### src/rtl/serial_subtractor.sv
// Bit-serial subtractor: computes a - b - bin one bit per clock, LSB first,
// exposing the per-bit borrow chain alongside the registered difference.
module serial_subtractor #(
    parameter int unsigned WIDTH = 4
) (
    input  logic             clk,
    input  logic             rst_n,
    input  logic             start,
    input  logic [WIDTH-1:0] a,
    input  logic [WIDTH-1:0] b,
    input  logic             bin,
    output logic [WIDTH-1:0] diff,
    output logic [WIDTH-1:0] bout,
    output logic             busy,
    output logic             done
);

    localparam int unsigned IW = $clog2(WIDTH);
    localparam logic [IW-1:0] LAST_IDX = IW'(WIDTH - 1);

    typedef enum logic [1:0] {
        IDLE = 2'd0,
        RUN  = 2'd1,
        DONE = 2'd2
    } state_t;

    state_t           state, state_nxt;
    logic [IW-1:0]    idx, idx_nxt;
    logic             br, br_nxt;
    logic [WIDTH-1:0] a_q, a_nxt;
    logic [WIDTH-1:0] b_q, b_nxt;
    logic [WIDTH-1:0] diff_nxt, bout_nxt;
    logic             busy_nxt, done_nxt;
    logic             a_bit, b_bit, d_bit, nb_bit;

    // State, operand and output registers.
    always_ff @(posedge clk or negedge rst_n) begin
        if (!rst_n) begin
            state <= IDLE;
            idx   <= '0;
            br    <= 1'b0;
            a_q   <= '0;
            b_q   <= '0;
            diff  <= '0;
            bout  <= '0;
            busy  <= 1'b0;
            done  <= 1'b0;
        end else begin
            state <= state_nxt;
            idx   <= idx_nxt;
            br    <= br_nxt;
            a_q   <= a_nxt;
            b_q   <= b_nxt;
            diff  <= diff_nxt;
            bout  <= bout_nxt;
            busy  <= busy_nxt;
            done  <= done_nxt;
        end
    end

    // Next-state, datapath and output decode.
    always_comb begin
        state_nxt = state;
        idx_nxt   = idx;
        br_nxt    = br;
        a_nxt     = a_q;
        b_nxt     = b_q;
        diff_nxt  = diff;
        bout_nxt  = bout;

        a_bit  = a_q[idx];
        b_bit  = b_q[idx];
        d_bit  = a_bit ^ b_bit ^ br;
        nb_bit = (~a_bit & b_bit) | (~a_bit & br) | (b_bit & br);

        case (state)
            IDLE, DONE: begin
                if (start) begin
                    a_nxt     = a;
                    b_nxt     = b;
                    br_nxt    = bin;
                    idx_nxt   = '0;
                    diff_nxt  = '0;
                    bout_nxt  = '0;
                    state_nxt = RUN;
                end else begin
                    state_nxt = IDLE;
                end
            end
            RUN: begin
                diff_nxt[idx] = d_bit;
                bout_nxt[idx] = nb_bit;
                br_nxt        = nb_bit;
                // Index is reloaded on every accept, so wrapping past the MSB is harmless.
                idx_nxt       = idx + IW'(1);
                if (idx == LAST_IDX) begin
                    state_nxt = DONE;
                end
            end
            default: state_nxt = IDLE;
        endcase

        // Status flags mirror the state they will be in after this edge.
        busy_nxt = (state_nxt == RUN);
        done_nxt = (state_nxt == DONE);
    end

endmodule

### config.mk
export PLATFORM = sky130hd
export DESIGN_NAME = serial_subtractor
export DESIGN_NICKNAME = d
export VERILOG_FILES = /design/src/rtl/serial_subtractor.sv
export SDC_FILE = /design/constraint.sdc
export NUM_CORES = 1
export LEC_CHECK = 0
export BUFFER_PORTS_ARGS = -buffer_cell sky130_fd_sc_hd__buf_2
export CAP_MARGIN = 40
export CORE_MARGIN = 2
export CORE_UTILIZATION = 58
export CTS_CLUSTER_DIAMETER = 30
export DETAILED_ROUTE_END_ITERATION = 10
export GPL_ROUTABILITY_DRIVEN = 0
export HOLD_SLACK_MARGIN = 0.15
export PLACE_DENSITY = 0.83
export SYNTH_ARGS = -nofsm -noshare
export SYNTH_HDL_FRONTEND = slang
export SYNTH_SLANG_ARGS = --single-unit
export TNS_END_PERCENT = 5
### constraint.sdc
create_clock -name clk -period 4.2 [get_ports clk]
set_clock_uncertainty 0.05 [all_clocks]
set_input_delay 1.05 -clock clk [delete_from_list [all_inputs] [get_ports clk]]
set_output_delay 1.05 -clock clk [all_outputs]
set_load 0.03 [all_outputs]
-- After elaboration in Yosys (flattened, before gate mapping)
Index checks and enable logic that the tools add are counted.
- output and inout bits: 10
- input bits: 12
- memories kept: 0
- memory bits (read-only): 0
- memory bits (writable): 0
- bits in registers: 23
- bits in latches: 0
- word-level logic and storage cells: 50
- reduce and logical (&&, ||, !) cells: 6
- multiplexer cells: 18
- divide/modulo/power cells: 0
- shift operators: 0
- $lt $le $gt $ge: 2
- add/subtract/negate cells: 1
- multipliers: 0
- bitwise operators: 8
- equal/unequal tests: 6
- operator list (operator ; count):
    4-bit case mux with 2 select lines ; 2
    4-bit bitwise mux ; 2
    2-bit case mux with 2 select lines ; 2
    2-bit equality test (second input constant) ; 3
    1-bit two-way mux ; 5
    1-bit binary-select mux with 2-bit select ; 2
    2-bit by 1-bit equality test with 1-bit output (second input constant) ; 2
    2-bit two-way mux ; 2
    4-bit two-way mux ; 1
    2-bit AND reduction ; 2
    1-bit bitwise AND ; 3
    2-bit by 3-bit < comparator with 1-bit output (second input constant) ; 1
    2-bit by 1-bit adder with 2-bit output (second input constant) ; 1
    1-bit demux with 2-bit select ; 1
    2-bit by 1-bit >= comparator with 1-bit output (second input constant) ; 1
    2-bit zero test ; 1
    2-bit inequality test (second input constant) ; 1
    1-bit bitwise OR ; 2
    1-bit case mux with 2 select lines ; 1
    2-bit nonzero test ; 1
    2-bit OR reduction ; 1
    1-bit bitwise XOR ; 2
    1-bit logical AND ; 1
    1-bit inverter ; 1

-- Longest topological paths before layout
- word-level depth: 8
- mapped depth: 5
- depth with buffers taken out: 5

-- Worst setup path after synthesis
Ideal clock, no wire load.
- path type: reg-to-reg
- start point: reg idx[0]
- end point: reg diff[0]
- setup slack: 1.984 ns
- data required time: 4.024 ns
- stages on the path, launching flop included: 5
- clock period less this slack: 2.216 ns
- buffers on the path: 0
- arrival: 2.039 ns
- setup time: 0.126 ns
- cell sequence: dfrtp_1 > mux4_2 > fa_1 > and4bb_2 > a311o_1
- cells in the longest elaborated chain, start to end: 6
- elaborated cells on any way between the ends: 13
- those cells by class: order compare: 2; mux: 8; bitwise: 2; reduce/logical: 1
- ends and longest elaborated chain (what ; RTL line ; source):
    start: declaration ; 28 ; logic [IW-1:0] idx, idx_nxt;
    start signal: assignment ; 50 ; idx <= idx_nxt;
    2-bit by 3-bit < comparator with 1-bit output (implied by the code) (tied with other cells) ; 91 ; diff_nxt[idx] = d_bit;
    1-bit logical AND (implied by the code) (tied with other cells) ; 91 ;
    1-bit two-way mux (implied by the code) or 1-bit bitwise XOR (tied branches) ; 91, 73 ;
    1-bit demux with 2-bit select or 1-bit bitwise XOR (tied branches) ; 91, 73 ;
    4-bit bitwise mux (*) ; 91 ;
    4-bit case mux with 2 select lines (*) ; 76 ; case (state)
    end signal: assignment ; 54 ; diff <= diff_nxt;
    end: declaration ; 12 ; output logic [WIDTH-1:0] diff,
Mark *: on every way between the ends. The rest lies on a longest branch, timed or not. The select of a mux whose other input is x is not followed.
A chain may end at the register's enable or synchronous reset.

-- Worst setup path in the final report
- start point: reg idx[0]
- end point: reg diff[1]
Same word-level chain as after synthesis.

==> results.tsv <==
stage	metric	value	unit
status	status	finished clean	
timing	rsz0062_at_grt	false	
layout	nNetsFinal	126	
clock_network	postCtsHoldBufs	0	
clock_network	clk_pin_slew	0.12	ns
critical_path	cp-start-kind	register	
layout	regArea	575.6	um^2
critical_path	worstSetupPathType	reg -> reg	
logic_synthesis	ys.warnings.count	0	
power	power_leakage	0.0006213	uW
logic_synthesis	synth.avg_cell_area	13.43	um^2
timing	fin_crit_sh	0.5666	
route	dr.pass1.iters	2	
logic_synthesis	ys_seq_area_frac	0.4817	
grt	grt_max_degree	33	
critical_path	critPathBufInv	0	
critical_path	max_stage_delay	0.56	ns
timing	period_minus_slack	2.380	ns
layout	layout-drive-gt1-share	0.3889	
route	vias_per_cell	5.578	
flow_run	maxCapViolCount	0	
layout	fillerInstances	187	
timing	fmax	420.2	MHz
timing	fin_setup_tns	0	ns
min_path	whs_path_depth	1	
floorplanning	fp.dieArea	2439	um^2
timing	setup_violations	0	
layout	multi_input_area	575.6	um^2
floorplanning	core	1962	um^2
layout	final_cell_count_no_fill	135	
logic_synthesis	synth_area	1195	um^2
logic_synthesis	synth_top_cell_by_area	dfrtp_1	
critical_path	cp.arrival	2.55	ns
critical_path	crit_end	diff[1]	
route	post_drt_wl_per_cell	14.07	um
route	drtIter0Drc	8	
critical_path	worstPathRequired	4.37	ns
critical_path	cp.depth	4	
critical_path	slowest_stage	mux4_2	
critical_path	path_cells	mux4_2, fa_1, and4bb_2, a311o_1	
clock_network	clock_latency	0.32	ns
floorplanning	start_util	0.6091	
logic_synthesis	synth_seq_cells	23	
logic_synthesis	ys_top_cells_by_area	dfrtp_1 48%, mux2_2 8.5%, a311o_1 6.7%	
critical_path	rrSetupSlack	1.82	ns
clock_network	cts_setup_buffers	0	
critical_path	critPathCaptureType	register	
critical_path	reg2reg_from	idx[0]	
route	num_vias	753	
logic_synthesis	synth_top_cell_area_share	0.4817	
critical_path	startpoint	idx[0]	
route	drcViolationCount	0	
critical_path	r2r_cells	4	
layout	final_cell_mix	23 x dfrtp_1, 21 x buf_2, 9 x nor3b_1, 9 x mux2_2, 8 x a311o_1	
clock_network	cts.sinks	23	
floorplanning	die_height	49.39	um
logic_synthesis	synth_cell_types	21	
critical_path	timing.rr.end	diff[1]	
clock_network	cts_buffers	3	
logic_synthesis	synth_nets	106	
min_path	hp-class	reg -> reg	
layout	final_common_cell	dfrtp_1	
place	dp_hpwl	1326	um
critical_path	path_max_fanout	7	
logic_synthesis	syn_inst	89	
power	ir_drop	544.4	uV
clock_network	clk_path_buf_depth	2	
power	p_per_area	779.4	nW/um^2
timing	worst_pin_slew	0.8774	ns
route	detail-route-antenna-nets	0	
clock_network	root_buffer	clkbuf_4	
layout	syn_to_final_growth	11.20	%
grt	overflow	0	
grt	grt_pass1_vias	728	
clock_network	cts_max_level	1	
clock_network	cts_tree	built	
floorplanning	num_io_pins	22	
grt	grtUsageTotal	0.1846	
place	portBuffers	21	
place	placed_cells	131	
critical_path	crit_family	multiplexers	
timing	hold_violations	0	
timing	relSlewSlack	0.4150	
grt	antenna_found_initial	0	
timing	report.final.slew_viol_count	0	
layout	diodes	0	
clock_network	post_cts_resized	0	
floorplanning	die_w	49.39	um
route	wl	1899	um
floorplanning	rows	16	
grt	grt_pass1_wl	3318	um
==> worst register-to-register path, delay by kind of cell (launching register included) <==
kind | cells | cell delay, ns
adder cells (fa/ha/maj) | 1 | 0.56
AO/OA/AOI/OAI | 1 | 0.32
multiplexers | 1 | 0.56
flip-flops | 1 | 0.54
AND/OR/NAND/NOR | 1 | 0.25
==> final cells by class <==
type                       count  share of cell area
sequential                    23              0.4331
clock inverter                 1            0.003766
inverter                       3            0.008475
timing repair buffer          21             0.07910
clock buffer                   3             0.01695
tap                           27             0.02542
multi-input combinational     57              0.4331
==> stage by stage <==
stage | power [uW] | cell area, um^2 | setup slack, ns | utilization | hold WS, ns
after detailed placement | 935.1 | 1301 | 1.692 | 0.6633 | 0.4405
after floorplan | 826.7 | 1195 | 1.984 | - | 0.4252
after CTS | 1044 | 1329 | 1.809 | 0.6773 | 0.4696
final | 1036 | 1329 | 1.820 | 0.6773 | 0.4704
after global routing | 1121 | 1329 | 1.717 | 0.6773 | 0.4931
after global placement | 918.6 | 1301 | 1.752 | 0.6633 | 0.4348
==> power breakdown <==
| part | leakage, uW | switching [uW] | internal (uW) |
|---|---|---|---|
| Sequential | 0.000287 | 109 | 316 |
| Clock | 0.0000177 | 68.9 | 35.7 |
| Combinational | 0.000317 | 225 | 281 |
==> Yosys cell counts, drive strengths merged <==
cell type	instances
a22o	2
a311o	8
and3b	2
and4b	4
and4bb	4
buf	3
clkbuf	3
dfrtp	23
fa	1
ha	4
inv	3
mux2	9
mux2i	3
mux4	2
nand2b	4
nor2	1
nor2b	1
nor3b	9
or2	2
xnor2	1
==> how the worst min path moves through the flow <==
stage                 from  endpoint
detailed placement  a_q[2]    a_q[2]
finish              a_q[2]    a_q[2]
global placement    a_q[2]    a_q[2]
CTS                 a_q[2]    a_q[2]
global route        a_q[2]    a_q[2]
floorplan           a_q[2]    a_q[2]
==> routing by layer <==
| metal | track usage | wire length, um | vias up |
|---|---|---|---|
| li1 | - | - | 377 |
| met1 | 0.2311 | 865 | 354 |
| met2 | 0.2950 | 906 | 17 |
| met3 | 0.03681 | 77 | 5 |
| met4 | 0.1111 | 48 | 0 |
| met5 | 0 | 0 | - |
==> registers in the layout, indices dropped and copies added (netlist names) <==
name and flops:
done 1, br 1, idx 2, diff 4
bout 4, state 2, a_q 4, busy 1
b_q 4
==> kinds of logic (layout without fill, tap and decap cells) <==
group                      Yosys count  after routing  share of synthesized area
and+or+nand+nor                     27             27                     0.1864
DFF                                 23             23                     0.4817
muxes                               14             14                     0.1476
AOI/OAI and AO/OA                   10             10                    0.08168
buffers and inverters                9             28                    0.03665
adders and majority gates            5              5                    0.05864
xor gates and xnor gates             1              1                   0.007331
No activity file was read; power rests on OpenSTA's default activity.
